### src/rtl/dma_copy_ctrl.sv
// DMA copy/fill controller: moves bytes between RAM regions or fills one.
// One RAM port; copy takes a read and a write cycle per byte, fill takes a write.
module dma_copy_ctrl #(
  parameter int ADDR_WIDTH = 16,
  parameter int DATA_WIDTH = 8
) (
  input  logic                  clk,
  input  logic                  reset_n,
  input  logic                  start,
  input  logic                  mode,
  input  logic [ADDR_WIDTH-1:0] src_addr,
  input  logic [ADDR_WIDTH-1:0] dst_addr,
  input  logic [ADDR_WIDTH-1:0] length,
  input  logic [DATA_WIDTH-1:0] fill_value,
  input  logic                  abort,
  output logic                  busy,
  output logic                  done,
  output logic                  aborted,
  output logic [ADDR_WIDTH-1:0] count,
  output logic [ADDR_WIDTH-1:0] address,
  output logic [DATA_WIDTH-1:0] data,
  output logic                  read_signal,
  output logic                  write_signal,
  input  logic [DATA_WIDTH-1:0] dataout
);

  typedef enum logic [1:0] {
    IDLE,
    READ,
    WRITE,
    DONE
  } state_e;

  state_e                state_q, state_d;
  logic                  mode_q, mode_d;
  logic [ADDR_WIDTH-1:0] src_q, src_d;
  logic [ADDR_WIDTH-1:0] dst_q, dst_d;
  logic [ADDR_WIDTH-1:0] len_q, len_d;
  logic [DATA_WIDTH-1:0] fill_q, fill_d;
  logic [ADDR_WIDTH-1:0] count_q, count_d;
  logic [ADDR_WIDTH-1:0] address_q, address_d;
  logic [DATA_WIDTH-1:0] data_q, data_d;
  logic                  rd_q, rd_d;
  logic                  wr_q, wr_d;
  logic                  busy_q, busy_d;
  logic                  done_q, done_d;
  logic                  aborted_q, aborted_d;
  logic [ADDR_WIDTH-1:0] cnt_inc;

  assign cnt_inc = count_q + 1'b1;

  // Next state and next registered outputs; data_q doubles as the write buffer.
  always_comb begin
    state_d   = state_q;
    mode_d    = mode_q;
    src_d     = src_q;
    dst_d     = dst_q;
    len_d     = len_q;
    fill_d    = fill_q;
    count_d   = count_q;
    address_d = address_q;
    data_d    = data_q;
    rd_d      = 1'b0;
    wr_d      = 1'b0;
    busy_d    = 1'b0;
    done_d    = 1'b0;
    aborted_d = 1'b0;
    case (state_q)
      IDLE: begin
        if (start) begin
          mode_d  = mode;
          src_d   = src_addr;
          dst_d   = dst_addr;
          len_d   = length;
          fill_d  = fill_value;
          count_d = '0;
          if (length == '0) begin
            state_d = DONE;
            done_d  = 1'b1;
          end else if (mode) begin
            state_d   = WRITE;
            wr_d      = 1'b1;
            busy_d    = 1'b1;
            address_d = dst_addr;
            data_d    = fill_value;
          end else begin
            state_d   = READ;
            rd_d      = 1'b1;
            busy_d    = 1'b1;
            address_d = src_addr;
          end
        end
      end
      READ: begin
        if (abort) begin
          state_d   = DONE;
          done_d    = 1'b1;
          aborted_d = 1'b1;
        end else begin
          state_d   = WRITE;
          wr_d      = 1'b1;
          busy_d    = 1'b1;
          address_d = dst_q + count_q;
          data_d    = dataout;
        end
      end
      WRITE: begin
        count_d = cnt_inc;
        if (abort) begin
          state_d   = DONE;
          done_d    = 1'b1;
          aborted_d = 1'b1;
        end else if (cnt_inc == len_q) begin
          state_d = DONE;
          done_d  = 1'b1;
        end else if (mode_q) begin
          state_d   = WRITE;
          wr_d      = 1'b1;
          busy_d    = 1'b1;
          address_d = dst_q + cnt_inc;
          data_d    = fill_q;
        end else begin
          state_d   = READ;
          rd_d      = 1'b1;
          busy_d    = 1'b1;
          address_d = src_q + cnt_inc;
        end
      end
      DONE: begin
        state_d = IDLE;
      end
      default: begin
        state_d = IDLE;
      end
    endcase
  end

  // State and output registers, cleared asynchronously.
  always_ff @(posedge clk or negedge reset_n) begin
    if (!reset_n) begin
      state_q   <= IDLE;
      mode_q    <= 1'b0;
      src_q     <= '0;
      dst_q     <= '0;
      len_q     <= '0;
      fill_q    <= '0;
      count_q   <= '0;
      address_q <= '0;
      data_q    <= '0;
      rd_q      <= 1'b0;
      wr_q      <= 1'b0;
      busy_q    <= 1'b0;
      done_q    <= 1'b0;
      aborted_q <= 1'b0;
    end else begin
      state_q   <= state_d;
      mode_q    <= mode_d;
      src_q     <= src_d;
      dst_q     <= dst_d;
      len_q     <= len_d;
      fill_q    <= fill_d;
      count_q   <= count_d;
      address_q <= address_d;
      data_q    <= data_d;
      rd_q      <= rd_d;
      wr_q      <= wr_d;
      busy_q    <= busy_d;
      done_q    <= done_d;
      aborted_q <= aborted_d;
    end
  end

  assign busy         = busy_q;
  assign done         = done_q;
  assign aborted      = aborted_q;
  assign count        = count_q;
  assign address      = address_q;
  assign data         = data_q;
  assign read_signal  = rd_q;
  assign write_signal = wr_q;

endmodule

### config.mk
export PLATFORM = sky130hd
export DESIGN_NAME = dma_copy_ctrl
export DESIGN_NICKNAME = d
export VERILOG_FILES = /design/src/rtl/dma_copy_ctrl.sv
export SDC_FILE = /design/constraint.sdc
export NUM_CORES = 1
export LEC_CHECK = 0
export ABC_AREA = 0
export CORE_MARGIN = 5
export CORE_UTILIZATION = 51
export CTS_BUF_LIST = sky130_fd_sc_hd__clkbuf_2
export CTS_CLUSTER_SIZE = 20
export DETAILED_ROUTE_END_ITERATION = 8
export GPL_TIMING_DRIVEN = 0
export PLACE_DENSITY = 0.89
export REMOVE_ABC_BUFFERS = 1
export SYNTH_ARGS = -nofsm -noshare
export SYNTH_HDL_FRONTEND = slang
export SYNTH_SLANG_ARGS = --single-unit
### constraint.sdc
create_clock -name clk -period 3.2 [get_ports clk]
set_input_delay 0.48 -clock clk [delete_from_list [all_inputs] [get_ports clk]]
set_output_delay 0.48 -clock clk [all_outputs]
set_load 0.1 [all_outputs]
==> run summary <==
Flops & latches, synth = 104
Fin. Hold Viols = 0
Clk_skew = 0.0412 ns
DP HPWL = 13.4 mm
Initial antenna violation count = 0
Pwr Density = 1040 nW/µm²
Int Pwr = 4.72 mW
Total number of vias = 6284
Logic pwr share = 0.691
Most common cell after layout, fill and taps aside = clkdlybuf4s50_1
Core footprint = 13900 µm²
Crit path required time = 3.77 ns
Power Total = 9.59 mW
Core Util, Final = 0.664
Startpoint Class = flop
Sw Ratio = 0.508
Clock buffer count from CTS = 9
Skew-Pair Late Insertion Delay = 0.65 ns
Antenna Cells = 0
Final WL = 19.8 mm
Ys Warns = 0
Vias in the first global route = 6261
Slew Limit Fails = 0
EDFF count, synth = 0
Routability cong. = 0.931
NetSw = 4.87 mW
Die extent in y = 129 µm
Initial Util = 0.522
First-iteration detailed-routing DRC count = 519
Tmin final = 3.23 ns
Num ports = 114
Post-Syn Area = 7280 µm²
Die X = 129 µm
Sequential fraction of the synthesis area = 0.358
Leak pwr = 3.96 nW
Port buffer count = 113
Final setup margin = -0.0319 ns
Max clock buf depth = 2
Total GRT Usage = 0.236
Clock power share = 0.066
Total grt overflow = 0
Worst vdd ir = 1100 µV
DRC Markers = 0
Final Setup Violations = 1
Netlist cell types = 74
RSZ-0062 raised after global routing = yes
Reg clk slew, reported paths = 0.29 ns
Synth-to-layout area growth = 27.1%
Final ANT Viol Nets = 0
Part of the power in registers = 0.243
Async S/R FF share, synth = 1.00
WL per Instance = 19.4 µm
Critical Path AT = 3.80 ns
Synth Flop Type = dfrtp_1
CP endpoint kind = flop
Relative slew margins = 0.0901
Root Buffer = clkbuf_2
CTS sink count = 104
Failing checks = setup timing
Critical path type = reg2reg
First-pass GRT wire length = 31.3 mm
Fmax achieved = 0.309 GHz
Max-Cap Viols = 0
Commonest non-fill, non-tap cells in the layout = clkdlybuf4s50_1 (112), dfrtp_1 (88), mux2_2 (75)
Pin count of the biggest net entering global routing = 66
Run status = complete, but fails checks
Mean area per synthesized cell = 10.2 µm²
Slew @ Worst Pin = 1.36 ns
TritonCTS clock tree = done
Layout cells sized above 1 = 0.264
Tcrit/Tclk final = 1.01
H-tree Lvls = 3
Row cnt = 43
Post-Syn Instances = 715
Hold crit path type = in2reg
Layout Nets = 943
Vias per Instance = 6.15
DR pass1 iterations = 5
CP Max Fanout = 3
Die Footprint = 16800 µm²
-- cell type report --
cell class,count,area (µm²)
Sequential cell,104,2630
Fill cell,993,4680
Clock inverter,5,58.8
Inverter,21,78.8
Timing Repair Buffer,153,1480
Tap cell,180,225
Clock buffer,10,50.0
Multi-Input combinational cell,548,4730
-- per-stage QoR --
| stage | worst slack [ns] | std cells | area (µm²) | setup TNS [ns] | hold slack, ns |
|---|---|---|---|---|---|
| finish | -0.0319 | 1021 | 9250 | -0.0319 | 0.442 |
| global route | -0.127 | 1021 | 9250 | -0.731 | 0.382 |
| CTS | -0.00246 | 1012 | 8980 | -0.00246 | 0.402 |
| detailed placement | -0.986 | 970 | 8510 | -14.29 | 0.478 |
| global placement | -2.36 | 966 | 8440 | -306.63 | 0.471 |
| floorplan | -1.01 | 673 | 7090 | -19.88 | 0.184 |
-- power by group through the flow --
stage | clock network, mW | logic [mW] | registers [mW]
floorplan | 0 | 3.17 | 3.71
global placement | 0 | 5.77 | 2.40
detailed placement | 0 | 5.93 | 2.43
CTS | 0.657 | 6.30 | 2.32
global route | 0.706 | 7.08 | 2.40
finish | 0.635 | 6.63 | 2.33
-- routing by layer --
layer	track usage	vias up	share of wire
li1	-	2886	-
met1	0.297	3063	0.40
met2	0.397	286	0.50
met3	0.0581	49	0.072
met4	0.0837	0	0.030
met5	0	-	0
-- worst max-delay path, stage by stage, from the launching register on --
cell and delay [ns]:
dfrtp_4 0.53, mux2_2 0.35, ha_1 0.23, fa_2 0.40
a211oi_2 0.27, o21bai_2 0.14, a21oi_2 0.20, o21ai_0 0.16
xor2_1 0.18, a221oi_1 0.28, a21oi_1 0.08, mux2_1 0.33
-- final timing paths --
check / start / cells past startpoint / slack [ns] / end
worst min-delay path: dst_addr[10] / 2 / 0.44 / dst_q[10]$_DFFE_PN0P_
max in group asynchronous: reset_n / 3 / 2.02 / address[6]$_DFFE_PN0P_
min in group asynchronous: reset_n / 2 / 0.45 / src_q[15]$_DFFE_PN0P_
worst min register to register: address[6]$_DFFE_PN0P_ / 1 / 0.53 / address[6]$_DFFE_PN0P_
worst max register to register: mode_q$_DFFE_PN0P_ / 11 / -0.03 / address[8]$_DFFE_PN0P_
worst max-delay path: mode_q$_DFFE_PN0P_ / 11 / -0.03 / address[8]$_DFFE_PN0P_
-- timing repair --
| action | 4_1_cts | 5_1_grt |
|---|---|---|
| pin swaps | 8 | 9 |
| buffers inserted | 26 | 9 |
| endpoints found under the hold margin | 64 | 0 |
| hold buffers | 1 | 0 |
| resized for setup | 42 | 35 |
| setup endpoints to repair | 31 | 40 |
-- flip-flops by register name, summed over array words and instances (netlist names), 2 cells and up --
register	cells
address	16
count	16
dst_q	16
len_q	16
src_q	16
data	8
fill_q	8
state_q	2
-- cells in the mapped netlist (3+ instances only) --
cell type	instances	area share
inv_1	20	0.010
mux2_2	75	0.12
a21oi_1	43	0.030
clkbuf_1	19	0.0098
o22ai_1	3	0.0026
nand3_1	21	0.014
nand4_1	5	0.0043
o21bai_1	4	0.0041
a221oi_1	13	0.016
nor2_1	42	0.022
a41oi_1	4	0.0048
ha_1	35	0.060
nand2b_1	6	0.0052
o2111ai_1	3	0.0036
buf_2	8	0.0055
nand4_4	3	0.0088
buf_4	4	0.0041
dfrtp_1	104	0.36
nor2b_1	7	0.0060
o21ai_0	37	0.025
nor4_1	8	0.0069
nand2_1	42	0.022
nor4_4	5	0.015
buf_1	10	0.0052
o31ai_1	9	0.0093
a211oi_1	6	0.0062
xor2_1	22	0.026
o211ai_1	4	0.0041
a22oi_1	10	0.010
mux2i_1	20	0.028
xnor2_1	29	0.035
a21o_1	9	0.0093
o21a_1	5	0.0052
nor3_1	10	0.0069
a31oi_1	5	0.0043
mux2_1	11	0.017
and3_1	3	0.0026
mux2_4	8	0.017
-- cells by family after synthesis --
family,synth area share
compound gates,0.160
simple gates,0.138
mux,0.177
flops,0.358
buf+inv,0.0370
xor+xnor,0.0645
fa+ha+maj,0.0657
Power figures use the tool's default switching activity.
